## src/rtl/minicpu_pkg.sv

```systemverilog
// minicpu_pkg: shared nibble type and ld write-select bit positions
package minicpu_pkg;
  localparam int NIBBLE_W = 4;
  typedef logic [NIBBLE_W-1:0] nibble_t;
  localparam int LD_A   = 0;
  localparam int LD_B   = 1;
  localparam int LD_OUT = 2;
  localparam int LD_PC  = 3;
endpackage

```

## src/rtl/nibble_reg.sv

```systemverilog
// nibble_reg: WIDTH-bit register with async active-low clear and load enable
//   clk, rst_n : clock, async active-low clear
//   en, d      : load enable and data
//   q          : registered value
module nibble_reg #(
  parameter int WIDTH = 4
) (
  input  logic             clk,
  input  logic             rst_n,
  input  logic             en,
  input  logic [WIDTH-1:0] d,
  output logic [WIDTH-1:0] q
);
  logic [WIDTH-1:0] r_q;
  always_ff @(posedge clk or negedge rst_n)
    if (!rst_n) r_q <= '0;
    else if (en) r_q <= d;
  assign q = r_q;
endmodule

```

## src/rtl/reg_bank.sv

```systemverilog
// reg_bank: minicpu register bank (A, B, output port, PC, carry, ld error)
//   clk, rst_n         : clock, async active-low reset
//   step               : instruction-cycle enable
//   alu_out, alu_c     : ALU sum and carry to write back
//   ld                 : one-hot write select [A,B,OUT,PC]
//   a, b, port_out, pc : registered state
//   cflag, ld_err      : latched carry, sticky illegal-ld flag
module reg_bank
  import minicpu_pkg::*;
#(
  parameter int WIDTH = 4
) (
  input  logic             clk,
  input  logic             rst_n,
  input  logic             step,
  input  logic [WIDTH-1:0] alu_out,
  input  logic             alu_c,
  input  logic [3:0]       ld,
  output logic [WIDTH-1:0] a,
  output logic [WIDTH-1:0] b,
  output logic [WIDTH-1:0] port_out,
  output logic [WIDTH-1:0] pc,
  output logic             cflag,
  output logic             ld_err
);
  logic [WIDTH-1:0] r_pc;
  logic             r_cflag;
  logic             r_ld_err;
  logic             w_legal;
  logic             w_wr;
  // clearing the lowest set bit leaves zero only for zero or one-hot patterns
  assign w_legal = ~|(ld & (ld - 4'd1));
  assign w_wr    = step & w_legal;
  nibble_reg #(.WIDTH(WIDTH)) u_a (
    .clk(clk), .rst_n(rst_n), .en(w_wr & ld[LD_A]), .d(alu_out), .q(a)
  );
  nibble_reg #(.WIDTH(WIDTH)) u_b (
    .clk(clk), .rst_n(rst_n), .en(w_wr & ld[LD_B]), .d(alu_out), .q(b)
  );
  nibble_reg #(.WIDTH(WIDTH)) u_out (
    .clk(clk), .rst_n(rst_n), .en(w_wr & ld[LD_OUT]), .d(alu_out), .q(port_out)
  );
  always_ff @(posedge clk or negedge rst_n)
    if (!rst_n) begin
      r_pc     <= '0;
      r_cflag  <= 1'b0;
      r_ld_err <= 1'b0;
    end else if (step) begin
      r_pc     <= (w_legal & ld[LD_PC]) ? alu_out : r_pc + WIDTH'(1);
      r_cflag  <= alu_c;
      r_ld_err <= r_ld_err | ~w_legal;
    end
  assign pc     = r_pc;
  assign cflag  = r_cflag;
  assign ld_err = r_ld_err;
endmodule

```

## config.mk

```make
export PLATFORM = sky130hd
export DESIGN_NAME = reg_bank
export DESIGN_NICKNAME = d
export VERILOG_FILES = /design/src/rtl/minicpu_pkg.sv /design/src/rtl/nibble_reg.sv /design/src/rtl/reg_bank.sv
export SDC_FILE = /design/constraint.sdc
export NUM_CORES = 1
export LEC_CHECK = 0
export CAP_MARGIN = 40
export CORE_MARGIN = 2
export CORE_UTILIZATION = 42
export DETAILED_ROUTE_END_ITERATION = 7
export GPL_ROUTABILITY_DRIVEN = 0
export MAX_ROUTING_LAYER = met4
export PLACE_DENSITY = 0.76
export SLEW_MARGIN = 5
export SYNTH_ARGS = -nofsm -noshare
export SYNTH_HDL_FRONTEND = slang
export SYNTH_HIERARCHICAL = 1
export SYNTH_SLANG_ARGS = --single-unit
```

## constraint.sdc

```tcl
create_clock -name clk -period 1.2 [get_ports clk]
set_input_delay 0.18 -clock clk [delete_from_list [all_inputs] [get_ports clk]]
set_output_delay 0.18 -clock clk [all_outputs]
set_load 0.005 [all_outputs]
```

---- After elaboration in Yosys (flattened, before gate mapping) ----
Cells that the tools add are included.
cells by class
  $add $sub $neg .......................... 2
  multiply operators ...................... 0
  div/mod/pow operators ................... 0
  magnitude comparators ................... 0
  eq/ne operators ......................... 0
  shift operators ......................... 0
  mux-type cells .......................... 1
  bitwise logic cells ..................... 7
  reductions and logical operators ........ 2
operators with widths
  operator                                           count
  AND 1 bit                                          5
  adder 4 x 1 -> 4 bit (second input constant)       1
  AND 4 bit                                          1
  two-way mux 4 bit                                  1
  OR reduction 4 bit                                 1
  subtractor 4 x 1 -> 4 bit (second input constant)  1
  logical NOT 1 bit                                  1
  bitwise OR 1 bit                                   1
storage, ports and cells
  flip-flop bits (word level) ............. 18
  latch bits .............................. 0
  RAM bits ................................ 0
  memory bits (read-only) ................. 0
  input port bits ......................... 12
  output and inout bits ................... 18
  logic and storage cells ................. 18
  memories kept ........................... 0

---- Longest topological paths before layout ----
Gate-level depths: netlist of the first run.
  depth in word-level cells ............... 6
  mapped depth ............................ 4
  gate-level depth less buffers ........... 4

---- Cells and area by module ----
Netlist of the first run, hierarchy kept.
by module, submodules not included
  module      instances  cells each  area each (µm²)  seq. area each (µm²)
  nibble_reg  3          8           145.1            100.1
  reg_bank    1          37          379.1            150.1

---- Worst setup path after synthesis of the first run ----
Ideal clock, no wire load.
  kind .................................... input to register
  start point ............................. input ld[0]
  end point ............................... register u_b.r_q[0], in the netlist u_b/q[0]
  setup time .............................. 0.125 ns
  data arrival time ....................... 1.148 ns
  required time ........................... 1.075 ns
  path slack .............................. -0.072 ns
  stages on the path ...................... 3
  path buffers ............................ 0
  path through ............................ or3_1 > nor2_1 > mux2_2
between the ends
  cells in the longest elaborated chain, start to end .. 6
RTL lines
  item                       RTL line          RTL
  from (decl)                reg_bank.sv:18    input logic [3:0] ld,
  subtractor 4 x 1 -> 4 bit  reg_bank.sv:32    assign w_legal = ~|(ld & (ld - 4'd1));
  AND 4 bit (*)              reg_bank.sv:32
  OR reduction 4 bit (*)     reg_bank.sv:32
  logical NOT 1 bit (*)      reg_bank.sv:32
  AND 1 bit (*)              reg_bank.sv:33    assign w_wr = step & w_legal;
  AND 1 bit (*)              reg_bank.sv:38    .clk(clk), .rst_n(rst_n), .en(w_wr & ld[LD_B]), .d(alu_out), .q(b)
  to (signal assigned)       nibble_reg.sv:16  if (!rst_n) r_q <= '0;
  to (signal assigned)       nibble_reg.sv:17  else if (en) r_q <= d;
  to (decl)                  nibble_reg.sv:14  logic [WIDTH-1:0] r_q;
Mark *: on every way between the ends. The rest lies on a longest branch, timed or not.
A chain may end at the register's enable or synchronous reset.

---- Worst setup path after layout of the first run ----
  start point ............................. register u_out.r_q[3], in the netlist u_out/q[3]
  end point ............................... output port_out[3]
RTL lines
  item                    RTL line          RTL
  from (decl)             nibble_reg.sv:14
  from (signal assigned)  nibble_reg.sv:16
  from (signal assigned)  nibble_reg.sv:17
  to (decl)               reg_bank.sv:21    output logic [WIDTH-1:0] port_out,
No word-level cell between the ends.

==> metrics.md, run 1 <==
| Metric | Value |
|---|---|
| Kind of critical path | reg -> out |
| Tightest Pin Transition | 302 ps |
| Final worst path period share | roughly 96% |
| Aggregate global routing overflow | 0 |
| Vias in the first global route | approximately 700 |
| CP top delay family | flip-flops |
| Gr usage total | 22.4% |
| Setup Skew | 0.278 ps |
| # Max-Cap Violations | 0 |
| Fin cells | 133 |
| I/O pins | 30 |
| Total design power | 1.89 mW |
| First-pass iteration count of the detailed router | 4 |
| Root Driver | clkbuf_4 |
| Post-route ant nets | 0 |
| Layout fillers | between 100 and 150 |
| Leakage | 0.598 nW |
| Total power divided by cell area | 1470 nW/um^2 |
| Slew headroom | 79.8% |
| Final worst slack | 46.4 ps |
| Cts hold-fix bufs | 0 |
| Syn nets | between 70 and 80 |
| H-tree Lvls | 1 |
| Int Pwr | roughly 1.4 mW |
| Clock power frac | 20.6% |
| Max-slew violations | 0 |
| DPL Wire Length | about 1.4 mm |
| Clk pin slew, worst setup/hold paths | approximately 110 ps |
| Post-route DRC | 0 |
| Synthesis-stage register bit count | 18 |
| Wire length per cell | 15.0 um |
| 1st-iter DRT viols | 11 |
| Cell Area, Placed | 1190 sq um |
| Vias per std cell | 5.13 |
| Sequential share of power | 44.1% |
| CP arrival | 970 ps |
| Critical path's largest stage delay | 400 ps |
| Worst Path Required | 1020 ps |
| Yosys Warn Count | 6 |
| Final Cell Area | 1290 sq um |
| Sw Share | between 20% and 30% |
| Synthesized area | around 810 sq um |
| CTS tree | built |
| Layout Area Growth over Synthesis | 58.1% |
| Final hold violation count | 0 |
| Synthesized instance count | 61 |
| Largest net degree at the start of global routing | 19 |
| Top fanout value on the critical path | 2 |
| Comb power frac | between 30% and 40% |
| Worst Hold Class | in -> async |
| DP Worst Slack | -509 ps |
| Core footprint | 1780 sq um |
| Initial Util | approximately 46% |
| Layout Utilization | 72.2% |
| Worst-Skew Late Latency | 300 ps |
| Unrepaired setup endpoints after global routing | false |
| Crit-path slowest cell | dfrtp_1 |
| Sequential element share of the synthesized area | 55.3% |
| Worst VDD drop | 1.31 mV |
| Die Y | 48.0 um |
| # diodes | 0 |
| Total Wirelength | 2.00 mm |
| Critical path buffers and inverters | 1 |
| Die area | 2310 sq um |
| Syn avg cell area | 13.4 sq um |
| Die width | 48.0 um |
| Distinct cells, synth | 21 |
| Global-route wire length before repair | 3.22 mm |
| # setup viols final | 0 |
| Switching power | 0.542 mW |
| Share of cells above drive strength 1 | 38.9% |
| Status | finished clean |
| Highest clock rate | 0.867 GHz |
| Reg-to-reg slack, setup | between 100 and 150 ps |
| Final Critical Period | 1150 ps |
| Rows | 15 |
| Initial antenna violation count | 0 |
| Final net count | ~120 |
| Via count | slightly below 700 |
| Crit start category | flop |
| Worst-case clock buffer depth | 2 |
| Clock Sinks | 18 |
| Worst Setup End Kind | output pin |
| Placed insts | 122 |
| CP cell instances | dlygate4sd2_1 |
| Port bufs | 29 |
| TritonCTS buffer count | 3 |
-- cell families after synthesis --
| family | after synthesis | share of synthesized area, % |
|---|---|---|
| flip-flops | 18 | 55.3 |
| AND/OR/NAND/NOR | 14 | 12.4 |
| multiplexers | 16 | 21.7 |
| buffers and inverters | 3 | 1.38 |
| AO/OA/AOI/OAI | 9 | 7.68 |
| adder cells (fa/ha/maj) | 1 | 1.54 |
-- state kept, by name (all words and copies together), names as in the netlist --
register,cells
cflag,1
pc,4
u_out/q,4
ld_err,1
u_b/q,4
u_a/q,4
-- power by group through the flow --
stage | combinational, mW | sequential, mW | clock (mW)
detailed placement | 0.645 | 0.877 | 0
finish | 0.668 | 0.835 | 0.391
CTS | 0.640 | 0.837 | 0.391
global placement | 0.629 | 0.871 | 0
floorplan | 0.212 | 0.877 | 0
global route | 0.737 | 0.858 | 0.419
-- placed cells by master, fill, tap and decap left out --
| cell | n |
|---|---|
| nor3b_1 | 1 |
| nand2_1 | 2 |
| o21ai_0 | 2 |
| a22oi_1 | 2 |
| o21bai_1 | 1 |
| nor2b_1 | 1 |
| and4b_2 | 2 |
| buf_4 | 12 |
| nor2_4 | 1 |
| nor4b_4 | 1 |
| clkdlybuf4s50_1 | 6 |
| a31o_2 | 1 |
| a21oi_1 | 2 |
| a311o_2 | 1 |
| buf_6 | 3 |
| clkbuf_2 | 2 |
| clkdlybuf4s15_1 | 2 |
| dfrtp_1 | 18 |
| ha_4 | 1 |
| nor2_1 | 3 |
| clkbuf_8 | 1 |
| clkbuf_4 | 3 |
| mux2_2 | 12 |
| mux2_4 | 1 |
| inv_1 | 2 |
| and3_1 | 1 |
| or3_4 | 1 |
| mux2i_1 | 3 |
| nand4_1 | 1 |
| dlygate4sd2_1 | 19 |
-- cell usage after synthesis (all sizes together) --
master | count | share of area [%]
a22oi | 2 | 1.8
and3 | 1 | 0.77
or3 | 1 | 0.77
mux2 | 13 | 18
ha | 1 | 1.5
a311o | 1 | 1.4
and4b | 2 | 2.8
nand2 | 2 | 0.92
nor3b | 1 | 0.92
clkbuf | 1 | 0.46
nor4b | 1 | 2.9
nor2 | 4 | 1.8
nand4 | 1 | 0.77
a21oi | 2 | 1.2
a31o | 1 | 1.1
mux2i | 3 | 3.7
dfrtp | 18 | 55
nor2b | 1 | 0.77
o21bai | 1 | 0.92
o21ai | 2 | 1.2
inv | 2 | 0.92
-- what timing repair did --
action / 4_1_cts / 5_1_grt
pin swaps: 5 / 5
setup endpoints to repair: 34 / 6
endpoints found under the hold margin: 0 / 0
buffers inserted: 5 / 3
resized for setup: 28 / 9
cloned: 0 / 0
-- metal layers --
metal  GRT usage, %  vias to the layer above  part of all wire, %
met1           28.5                      328                   45
li1               -                      321                    -
met5              -                        -                    0
met2           33.6                       29                   48
met4           11.4                        0                  2.1
met3           4.53                        4                  4.9
-- path summary, 6_finish.rpt --
check                               to        from  depth (start not counted)
min in group clk                ld_err       ld[2]                          3
min reg2reg                 u_out/q[2]  u_out/q[2]                          1
max                        port_out[3]  u_out/q[3]                          1
max reg2reg                      pc[0]       pc[0]                          3
min                              pc[2]       rst_n                          2
max in group asynchronous   u_out/q[1]       rst_n                          2
-- per-stage QoR --
stage          TNS, ps  hold slack [ps]
6_report             0              192
4_1_cts           -143              203
2_1_floorplan        0             -116
5_1_grt              0              208
3_5_place_dp     -7640              456
3_3_place_gp     -7180              458
-- layout make-up --
type | instances | area (sq um) | area share, %
sequential | 18 | 450 | 35.0
multi-input combinational | 40 | 382 | 29.6
timing repair buffer | 44 | 380 | 29.5
clock buffer | 4 | 36.3 | 2.82
tap | 25 | 31.3 | 2.43
inverter | 2 | 7.51 | 0.583
Power figures use the tool's default switching activity.
==> inputs of run 2 (changes only) <==
--- a/config.mk
+++ b/config.mk
@@ -8,6 +8,7 @@
 export CAP_MARGIN = 40
 export CORE_MARGIN = 2
 export CORE_UTILIZATION = 42
+export CTS_CLUSTER_DIAMETER = 200
 export DETAILED_ROUTE_END_ITERATION = 7
 export GPL_ROUTABILITY_DRIVEN = 0
 export MAX_ROUTING_LAYER = met4
==> results of run 2 <==
No change in the layout: final DEF, timing and power equal those of run 1.
